## config.mk

```make
export PLATFORM = sky130hd
export DESIGN_NAME = spi_slave_reg_bridge_flat
export DESIGN_NICKNAME = d
export VERILOG_FILES = /design/src/rtl/spi_slave_reg_bridge_if.sv /design/src/rtl/spi_slave_reg_bridge.sv /design/src/flat_wrapper.sv
export SDC_FILE = /design/constraint.sdc
export NUM_CORES = 1
export LEC_CHECK = 0
export BUFFER_PORTS_ARGS = -buffer_cell sky130_fd_sc_hd__buf_2
export CORE_MARGIN = 2
export CORE_UTILIZATION = 37
export DETAILED_ROUTE_END_ITERATION = 16
export HOLD_SLACK_MARGIN = 0.08
export PLACE_DENSITY_LB_ADDON = 0.1
export SKIP_LAST_GASP = 1
export SLEW_MARGIN = 10
export SYNTH_ARGS = -nofsm -noshare
export SYNTH_HDL_FRONTEND = slang
export SYNTH_SLANG_ARGS = --single-unit
```

## constraint.sdc

```tcl
create_clock -name sys_clk -period 2.2 [get_ports sys_clk]
set_clock_uncertainty 0.05 [all_clocks]
set_input_delay 0.55 -clock sys_clk [delete_from_list [all_inputs] [get_ports sys_clk]]
set_output_delay 0.55 -clock sys_clk [all_outputs]
set_load 0.1 [all_outputs]
```

## src/rtl/spi_slave_reg_bridge_if.sv

```systemverilog
// Register-bus interface between the SPI slave bridge and the register bank.
// master: the bridge (drives address/data/strobes), slave: the register bank.
interface spi_slave_reg_bridge_if #(
    parameter int ADDR_W = 7,
    parameter int DATA_W = 16
);
    logic [ADDR_W-1:0] bus_addr;
    logic [DATA_W-1:0] bus_wdata;
    logic              bus_we;
    logic              bus_re;
    logic [DATA_W-1:0] bus_rdata;
    logic              bus_rvalid;

    modport master (output bus_addr, bus_wdata, bus_we, bus_re,
                    input  bus_rdata, bus_rvalid);
    modport slave  (input  bus_addr, bus_wdata, bus_we, bus_re,
                    output bus_rdata, bus_rvalid);
endinterface

```

## src/rtl/spi_slave_reg_bridge.sv

```systemverilog
// SPI slave (CPOL=0) to register-bus bridge. SPI pins are oversampled in sys_clk.
// Frame: R/~W, ADDR_W address bits MSB first, DUMMY_CYCLES turnaround clocks,
// DATA_W data bits MSB first. Reads return bank data on MISO, writes pulse bus_we.
// Optional macro SPI_BRIDGE_ERRCNT_EN builds a saturating frame-error counter
// (aborted frames and late reads); without it err_count is tied to zero.
module spi_slave_reg_bridge #(
    parameter int ADDR_W       = 7,
    parameter int DATA_W       = 16,
    parameter int DUMMY_CYCLES = 8
) (
    input  logic                   sys_clk,
    input  logic                   sys_rst_n,
    input  logic                   spi_clk,
    input  logic                   spi_cs_n,
    input  logic                   spi_mosi,
    output logic                   spi_miso,
    output logic                   spi_miso_oe,
    spi_slave_reg_bridge_if.master bus,
    output logic [7:0]             err_count
);
    localparam int MAXN  = (DATA_W > ADDR_W) ? ((DATA_W > DUMMY_CYCLES) ? DATA_W : DUMMY_CYCLES)
                                             : ((ADDR_W > DUMMY_CYCLES) ? ADDR_W : DUMMY_CYCLES);
    localparam int CNT_W = (MAXN > 1) ? $clog2(MAXN) : 1;
    localparam logic [CNT_W-1:0] A_LAST = CNT_W'(ADDR_W - 1);
    localparam logic [CNT_W-1:0] D_LAST = CNT_W'(DUMMY_CYCLES - 1);
    localparam logic [CNT_W-1:0] W_LAST = CNT_W'(DATA_W - 1);

    typedef enum logic [2:0] {IDLE, CMD, ADDR, DUMMY, DATA, DONE} state_t;

    state_t            state;
    logic [1:0]        clk_s, cs_s, mosi_s;
    logic              clk_d, cs_d, armed;
    logic [CNT_W-1:0]  cnt;
    logic              rnw;
    logic [ADDR_W-2:0] addr_sr;
    logic [DATA_W-2:0] rx_sr;
    logic [DATA_W-1:0] tx_sr;
    logic              rd_pend, rd_have;
    logic [DATA_W-1:0] rd_data;

    wire rise    = clk_s[1] & ~clk_d;
    wire fall    = ~clk_s[1] & clk_d;
    wire cs_fall = cs_d & ~cs_s[1];
    wire cs_rise = ~cs_d & cs_s[1];
    wire mosi    = mosi_s[1];
    // A read window is open from the bus_re cycle onward; data arriving in the
    // same cycle as DATA entry is forwarded straight into the TX word.
    wire rd_open = rd_pend | bus.bus_re;
    wire rd_fwd  = rd_open & bus.bus_rvalid;
    wire rd_ok   = rd_have | rd_fwd;
    wire [DATA_W-1:0] tx_word = rd_have ? rd_data : (rd_fwd ? bus.bus_rdata : '0);

    // Pin synchronisers and edge-detect history. CS sync resets to "active" so
    // a frame already in flight when reset releases is never mistaken for a new
    // cs_n fall; armed records that CS has been seen high since reset.
    always_ff @(posedge sys_clk or negedge sys_rst_n) begin
        if (!sys_rst_n) begin
            clk_s  <= '0;
            cs_s   <= '0;
            mosi_s <= '0;
            clk_d  <= 1'b0;
            cs_d   <= 1'b0;
            armed  <= 1'b0;
        end else begin
            clk_s  <= {clk_s[0], spi_clk};
            cs_s   <= {cs_s[0], spi_cs_n};
            mosi_s <= {mosi_s[0], spi_mosi};
            clk_d  <= clk_s[1];
            cs_d   <= cs_s[1];
            armed  <= armed | cs_s[1];
        end
    end

    // Frame FSM with registered strobes, address/data capture and MISO shifting.
    always_ff @(posedge sys_clk or negedge sys_rst_n) begin
        if (!sys_rst_n) begin
            state         <= IDLE;
            cnt           <= '0;
            rnw           <= 1'b0;
            addr_sr       <= '0;
            rx_sr         <= '0;
            tx_sr         <= '0;
            spi_miso      <= 1'b0;
            spi_miso_oe   <= 1'b0;
            bus.bus_addr  <= '0;
            bus.bus_wdata <= '0;
            bus.bus_we    <= 1'b0;
            bus.bus_re    <= 1'b0;
        end else begin
            bus.bus_we  <= 1'b0;
            bus.bus_re  <= 1'b0;
            spi_miso_oe <= ~cs_s[1] & armed;
            if (cs_rise) begin
                // End of frame, or abort when it arrives before DONE.
                state    <= IDLE;
                cnt      <= '0;
                spi_miso <= 1'b0;
            end else begin
                case (state)
                    IDLE: begin
                        spi_miso <= 1'b0;
                        cnt      <= '0;
                        if (cs_fall) state <= CMD;
                    end
                    CMD: if (rise) begin
                        rnw   <= mosi;
                        state <= ADDR;
                    end
                    ADDR: if (rise) begin
                        addr_sr <= {addr_sr[ADDR_W-3:0], mosi};
                        if (cnt == A_LAST) begin
                            bus.bus_addr <= {addr_sr, mosi};
                            bus.bus_re   <= rnw;
                            cnt          <= '0;
                            state        <= DUMMY;
                        end else cnt <= cnt + 1'b1;
                    end
                    DUMMY: if (rise) begin
                        if (cnt == D_LAST) begin
                            tx_sr <= rnw ? tx_word : '0;
                            cnt   <= '0;
                            state <= DATA;
                        end else cnt <= cnt + 1'b1;
                    end
                    DATA: begin
                        if (fall) begin
                            spi_miso <= tx_sr[DATA_W-1];
                            tx_sr    <= {tx_sr[DATA_W-2:0], 1'b0};
                        end
                        if (rise) begin
                            rx_sr <= {rx_sr[DATA_W-3:0], mosi};
                            if (cnt == W_LAST) begin
                                if (!rnw) begin
                                    bus.bus_we    <= 1'b1;
                                    bus.bus_wdata <= {rx_sr, mosi};
                                end
                                state <= DONE;
                            end else cnt <= cnt + 1'b1;
                        end
                    end
                    default: ;  // DONE: extra clocks ignored until cs_n rises
                endcase
            end
        end
    end

    // Capture the first bank response after bus_re, up to DATA entry.
    always_ff @(posedge sys_clk or negedge sys_rst_n) begin
        if (!sys_rst_n) begin
            rd_pend <= 1'b0;
            rd_have <= 1'b0;
            rd_data <= '0;
        end else if (cs_fall) begin
            rd_pend <= 1'b0;
            rd_have <= 1'b0;
        end else begin
            if (bus.bus_re) rd_pend <= 1'b1;
            if (state == DUMMY && rd_fwd && !rd_have) begin
                rd_have <= 1'b1;
                rd_data <= bus.bus_rdata;
            end
        end
    end

`ifdef SPI_BRIDGE_ERRCNT_EN
    logic frame_err;
    wire  abort_evt = cs_rise && (state inside {CMD, ADDR, DUMMY, DATA});
    wire  late_evt  = rise && state == DUMMY && cnt == D_LAST && rnw && !rd_ok;

    // Count at most one error per frame (abort and late read together count once).
    always_ff @(posedge sys_clk or negedge sys_rst_n) begin
        if (!sys_rst_n) begin
            frame_err <= 1'b0;
            err_count <= 8'h00;
        end else if (cs_fall) begin
            frame_err <= 1'b0;
        end else if ((abort_evt || late_evt) && !frame_err) begin
            frame_err <= 1'b1;
            if (err_count != 8'hFF) err_count <= err_count + 8'h01;
        end
    end
`else
    assign err_count = 8'h00;
`endif

endmodule

```

## src/flat_wrapper.sv

```systemverilog
// flat-port wrapper written by rule: the top's interface ports become plain ports
module spi_slave_reg_bridge_flat 
#(
    parameter int ADDR_W       = 7,
    parameter int DATA_W       = 16,
    parameter int DUMMY_CYCLES = 8
)
  (sys_clk, sys_rst_n, spi_clk, spi_cs_n, spi_mosi, spi_miso, spi_miso_oe, err_count, bus_bus_addr, bus_bus_wdata, bus_bus_we, bus_bus_re, bus_bus_rdata, bus_bus_rvalid);
  spi_slave_reg_bridge_if #(.ADDR_W(ADDR_W), .DATA_W(DATA_W)) bus_i ();
  input  logic sys_clk;
  input  logic sys_rst_n;
  input  logic spi_clk;
  input  logic spi_cs_n;
  input  logic spi_mosi;
  output logic spi_miso;
  output logic spi_miso_oe;
  output logic [7:0] err_count;
  output wire logic [$bits(bus_i.bus_addr)-1:0] bus_bus_addr;
  output wire logic [$bits(bus_i.bus_wdata)-1:0] bus_bus_wdata;
  output wire logic [$bits(bus_i.bus_we)-1:0] bus_bus_we;
  output wire logic [$bits(bus_i.bus_re)-1:0] bus_bus_re;
  input wire logic [$bits(bus_i.bus_rdata)-1:0] bus_bus_rdata;
  input wire logic [$bits(bus_i.bus_rvalid)-1:0] bus_bus_rvalid;
  assign bus_bus_addr = bus_i.bus_addr;
  assign bus_bus_wdata = bus_i.bus_wdata;
  assign bus_bus_we = bus_i.bus_we;
  assign bus_bus_re = bus_i.bus_re;
  assign bus_i.bus_rdata = bus_bus_rdata;
  assign bus_i.bus_rvalid = bus_bus_rvalid;
  spi_slave_reg_bridge #(.ADDR_W(ADDR_W), .DATA_W(DATA_W), .DUMMY_CYCLES(DUMMY_CYCLES)) u_core (.sys_clk(sys_clk), .sys_rst_n(sys_rst_n), .spi_clk(spi_clk), .spi_cs_n(spi_cs_n), .spi_mosi(spi_mosi), .spi_miso(spi_miso), .spi_miso_oe(spi_miso_oe), .bus(bus_i), .err_count(err_count));
endmodule
```

# Word level (Yosys, flattened, before mapping)

Cells that the tools add are included.

Flip-flop bits (word level): 99
Logic and storage cells: 118
Output and inout port bits: 35
Input bits: 22

Equality and inequality tests: 20
Muxes and demuxes: 41
Bitwise logic cells: 15
Reduce and logical (&&, ||, !) cells: 20
Add/sub/neg operators: 1

Operators with widths:

| cell                                                | number |
|---|---|
| two-way mux 16 bit                                  | 6 |
| case mux 16 bit (2 select lines)                    | 1 |
| two-way mux 4 bit                                   | 7 |
| two-way mux 3 bit                                   | 9 |
| != test 3 x 1 -> 1 bit, second input constant       | 9 |
| case mux 4 bit (4 select lines)                     | 1 |
| two-way mux 1 bit                                   | 15 |
| case mux 3 bit (5 select lines)                     | 1 |
| AND reduction 5 bit                                 | 3 |
| AND reduction 3 bit                                 | 3 |
| AND reduction 9 bit                                 | 1 |
| equality test 4 x 3 -> 1 bit, second input constant | 2 |
| NOT 1 bit                                           | 7 |
| bitwise AND 1 bit                                   | 6 |
| equality test 3 x 2 -> 1 bit, second input constant | 2 |
| != test 2 x 1 -> 1 bit, second input constant       | 3 |
| nonzero test 2 bit                                  | 3 |
| nonzero test 6 bit                                  | 1 |
| nonzero test 5 bit                                  | 1 |
| adder 4 x 1 -> 4 bit, second input constant         | 1 |
| equality test 4 bit, second input constant          | 1 |
| AND reduction 2 bit                                 | 2 |
| AND reduction 4 bit                                 | 1 |
| equality test 3 x 1 -> 1 bit, second input constant | 1 |
| other kinds (8)                                     | 10 |

# Logic depth before layout (Yosys ltp)

Depth in word-level cells: 8
Gate-level depth with buffers: 7
Gate-level depth less buffers: 7

# Worst setup path after synthesis

Ideal clock, no wire load.

Kind: flip-flop to flip-flop
Start point: register u_core.bus.bus_re
End point: register u_core.rd_data[10]
Period minus slack after synthesis: 2.393 ns
Stages on the path, launching flop included: 5
Buffers on the path: 1
Arrival: 2.216 ns
Setup slack: -0.193 ns
Required time: 2.023 ns
Setup time: 0.127 ns
Cell sequence: dfrtp_1 > o21ai_0 > nor4_4 > buf_6 > mux2_1

Word-level cells in the longest chain between the ends: 5

Ends and longest elaborated chain:

| element                              | RTL line                      | text |
|---|---|---|
| start, declared                      | spi_slave_reg_bridge_if.sv:14 | `modport master (output bus_addr, bus_wdata, bus_we, bus_re,` |
| start signal, assigned               | spi_slave_reg_bridge.sv:113   | `bus.bus_re <= rnw;` |
| OR 1 bit                             | spi_slave_reg_bridge.sv:48    | `wire rd_open = rd_pend \| bus.bus_re;` |
| bitwise AND 1 bit                    | spi_slave_reg_bridge.sv:49    | `wire rd_fwd = rd_open & bus.bus_rvalid;` |
| logical AND 1 bit (2 in series)      | spi_slave_reg_bridge.sv:158   | `if (state == DUMMY && rd_fwd && !rd_have) begin` |
| AND reduction 2 bit (no source line) | -                             |  |
| end signal, assigned                 | spi_slave_reg_bridge.sv:160   | `rd_data <= bus.bus_rdata;` |
| end, declared                        | spi_slave_reg_bridge.sv:39    | `logic [DATA_W-1:0] rd_data;` |

Every way passes these cells.
A chain may end at the register's enable or synchronous reset.

# Worst setup path after layout

Start point: register u_core.state[1]
End point: register u_core.bus.bus_addr[1]

Word-level cells in the longest chain between the ends: 2

Ends and longest elaborated chain:

| element                              | RTL line                      | text |
|---|---|---|
| start, declared                      | spi_slave_reg_bridge.sv:30    | `state_t state;` |
| start signal, assigned               | spi_slave_reg_bridge.sv:77    | `state <= IDLE;` |
| start signal, assigned               | spi_slave_reg_bridge.sv:95    | `state <= IDLE;` |
| start signal, assigned               | spi_slave_reg_bridge.sv:103   | `if (cs_fall) state <= CMD;` |
| equality test 3 x 2 -> 1 bit         | spi_slave_reg_bridge.sv:99    | `case (state)` |
| AND reduction 4 bit (no source line) | -                             |  |
| end signal, assigned                 | spi_slave_reg_bridge.sv:112   | `bus.bus_addr <= {addr_sr, mosi};` |
| end, declared                        | spi_slave_reg_bridge_if.sv:14 |  |

Every way passes these cells.

==> results.py <==
metrics = {
    "clocking": {
        "clock-sinks": 99,
        "clock_latency_ns": 0.35,
        "cts_buffer_depth": 2,
        "cts_tree": "built",
        "clk_pin_slew_ns": 0.07,
        "root_buffer": "clkbuf_16",
        "htreeDepth": 3,
        "cts_buffers": 9,
    },
    "yosys": {
        "synth_top_family_by_area": "multiplexers",
        "syn-cell-area_um2": 4358,
        "synth_compound_area_share_pct": 8.613,
        "synth_xor_area_share_pct": 0,
        "synthSimpleGateAreaFrac_pct": 9.360,
        "synthAdderAreaFrac_pct": 0.5742,
        "ys_ff_latch": 99,
        "yosysSeqAreaShare_pct": 56.85,
        "syn_avg_cell_area_um2": 12.86,
        "muxShareOfSynthArea_pct": 20.41,
        "synth_cells": 339,
        "yosysWarnings": 0,
        "synth.distinct_cells": 44,
    },
    "route": {
        "drt_iter0_drc": 169,
        "dr.pass1.iters": 4,
        "vias_per_cell": 5.091,
        "routed_wirelength_um": 8095,
        "ant_nets": 0,
        "vias": 2754,
        "avgRoutedWirePerCell_um": 14.96,
        "route.detailed.drc": 0,
    },
    "power": {
        "p_leak_nw": 2.450,
        "powerDensity_nw_per_um2": 825.2,
        "ir_worst_vdd_mv": 0.3818,
    },
    "floorplanning": {
        "start_util_pct": 38.00,
        "num_rows": 39,
        "pin_count": 57,
        "die_w_um": 112.5,
        "coreArea_um2": 11470,
        "die-area_um2": 12660,
        "die-height_um": 112.5,
    },
    "timing": {
        "fmax_mhz": 516.1,
        "worst_hold_slack_ns": 0.2593,
        "slew_headroom_pct": 63.62,
        "rsz0062_at_grt": "false",
        "period_needed_ns": 1.938,
        "worst_pin_slew_ns": 0.5400,
        "setup_slack_ns": 0.2624,
        "post-route-period-util_pct": 88.07,
        "hold_violations": 0,
        "drv_slew": 0,
        "setup_violations": 0,
        "finalSetupTns_ns": 0,
    },
    "grt": {
        "grt_pass1_wl_um": 13740,
        "grt_antenna_before_repair": 0,
        "grt.total_usage_pct": 13.80,
        "overflow": 0,
        "grt_pass1_vias": 2750,
        "grt_max_degree": 67,
    },
    "placed_design": {
        "hpwl_um": 5271,
        "dpl_cell_area_um2": 4793,
        "place_ws_ns": 0.2562,
        "finalWeightedCongestion": 0.7648,
        "io_buffers": 48,
    },
    "layout": {
        "n_antenna_cell": 0,
        "drive_gt1_share_pct": 37.94,
        "area_growth_pct": 16.25,
        "fin_nets": 418,
        "stdcell_area_um2": 5066,
    },
    "worst_setup_path": {
        "cp.required_ns": 2.38,
        "start_kind": "flop",
        "arrival_ns": 2.11,
        "crit_type": "flop to flop",
        "reg2reg_depth": 5,
        "path_max_fanout": 9,
        "end_kind": "flop",
    },
    "min_path": {
        "hp-class": "input pin to flop",
        "hold_path_depth": 1,
    },
    "job": {
        "drv_cap": 0,
    },
    "outcome": {
        "run_status": "finished clean",
    },
}
layout make-up:
type | instances | area [µm²]
fillers | 1084 | 6401
inverters | 4 | 15.01
flip-flops and latches | 99 | 2479
well taps | 143 | 178.9
clock buffers | 13 | 250.2
repair buffers | 64 | 402.9
multi-input cells | 216 | 1728
clock inverters | 2 | 12.51
Yosys cell counts (all sizes together):
cell type | instances | share of area [%]
nor4bb | 1 | 0.23
nand2 | 25 | 2.2
clkbuf | 8 | 0.69
a31oi | 1 | 0.14
and2 | 1 | 0.14
o41ai | 1 | 0.20
mux2 | 76 | 20
a311o | 1 | 0.23
or2 | 3 | 0.43
buf | 19 | 3.1
conb | 1 | 0.086
nor2b | 5 | 0.72
nor4 | 2 | 0.63
inv | 4 | 0.34
nand3b | 1 | 0.17
o21ai | 17 | 2.0
nor3 | 3 | 0.60
dfrtp | 99 | 57
and2b | 1 | 0.17
a222oi | 8 | 1.8
o311a | 1 | 0.23
a21oi | 16 | 1.8
a211oi | 2 | 0.34
and3 | 1 | 0.14
nand3 | 8 | 1.3
ha | 2 | 0.57
nand2b | 6 | 0.86
nand4b | 1 | 0.34
nor2 | 14 | 1.4
a22oi | 9 | 1.6
o22ai | 2 | 0.29
sequential cells by signal (all words and copies together) (netlist names), 2 cells and up:
register              count
u_core.cnt                4
u_core.rd_data           16
u_core.clk_s              2
u_core.bus.bus_addr       7
u_core.mosi_s             2
u_core.bus.bus_wdata     16
u_core.state              3
u_core.rx_sr             15
u_core.tx_sr             16
u_core.addr_sr            6
u_core.cs_s               2
logic make-up after synthesis:
group,Yosys count
flip-flops,99
AND/OR/NAND/NOR,72
adder cells (fa/ha/maj),2
AO/OA/AOI/OAI,58
other,1
buffers and inverters,31
multiplexers,76
worst paths after layout:
kind / slack, ns / startpoint / endpoint
worst max-delay path: 0.26 / u_core.state[1]$_DFFE_PN0P_ / u_core.bus.bus_addr[1]$_DFFE_PN0P_
worst min-delay path: 0.26 / spi_mosi / u_core.mosi_s[0]$_DFF_PN0_
worst max register to register: 0.26 / u_core.state[1]$_DFFE_PN0P_ / u_core.bus.bus_addr[1]$_DFFE_PN0P_
worst min register to register: 0.30 / u_core.mosi_s[0]$_DFF_PN0_ / u_core.mosi_s[1]$_DFF_PN0_
max in group asynchronous: 0.85 / sys_rst_n / u_core.rx_sr[6]$_DFFE_PN0P_
min in group asynchronous: 0.60 / sys_rst_n / u_core.state[1]$_DFFE_PN0P_
metal layers:
| metal | routed length (µm) | track usage, % | vias up |
|---|---|---|---|
| met4 | 178 | 7.073 | 0 |
| met5 | 0 | 0 | - |
| met3 | 399 | 3.456 | 13 |
| met1 | 3791 | 18.68 | 1371 |
| met2 | 3725 | 20.60 | 56 |
| li1 | - | - | 1314 |
repair_timing:
action | in CTS | in global routing
buffers inserted | 0 | 0
hold buffers | 1 | 0
gates resized for setup | 0 | 0
endpoints found under the hold margin | 21 | 0
through the flow:
step,cells,total power [mW],util (%)
detailed placement,525,2.776,41.80
finish,541,4.181,44.18
CTS,541,4.244,44.18
global route,541,4.423,44.18
floorplan,346,2.580,-
global placement,525,2.766,41.80
worst max-delay path, cell delays in order (launching register included):
cell	delay (ns)
dfrtp_1	0.52
nor2b_1	0.25
buf_4	0.17
nand4b_2	0.11
or2_1	0.38
mux2_2	0.33
report_power, final:
| group | total [mW] | switching (mW) | internal (mW) |
|---|---|---|---|
| logic | 0.658 | 0.388 | 0.270 |
| clock network | 1.44 | 0.653 | 0.791 |
| registers | 2.08 | 0.119 | 1.96 |
| total | 4.18 | 1.16 | 3.02 |
cell usage in the layout (no fill, tap or decap), types with 3 or more instances in the layout:
| cell | instances |
|---|---|
| buf_4 | 13 |
| clkbuf_1 | 3 |
| o21ai_0 | 16 |
| conb_1 | 8 |
| nor2b_1 | 5 |
| nand2b_1 | 6 |
| mux2_2 | 57 |
| nand3_1 | 6 |
| mux2_1 | 10 |
| mux2_4 | 9 |
| buf_2 | 47 |
| buf_12 | 3 |
| inv_1 | 4 |
| nand2_1 | 24 |
| a222oi_1 | 8 |
| clkbuf_16 | 9 |
| a22oi_1 | 9 |
| dfrtp_1 | 98 |
| nor2_1 | 13 |
| a21oi_1 | 16 |
Note: power is estimated with default switching activity, not from simulation.
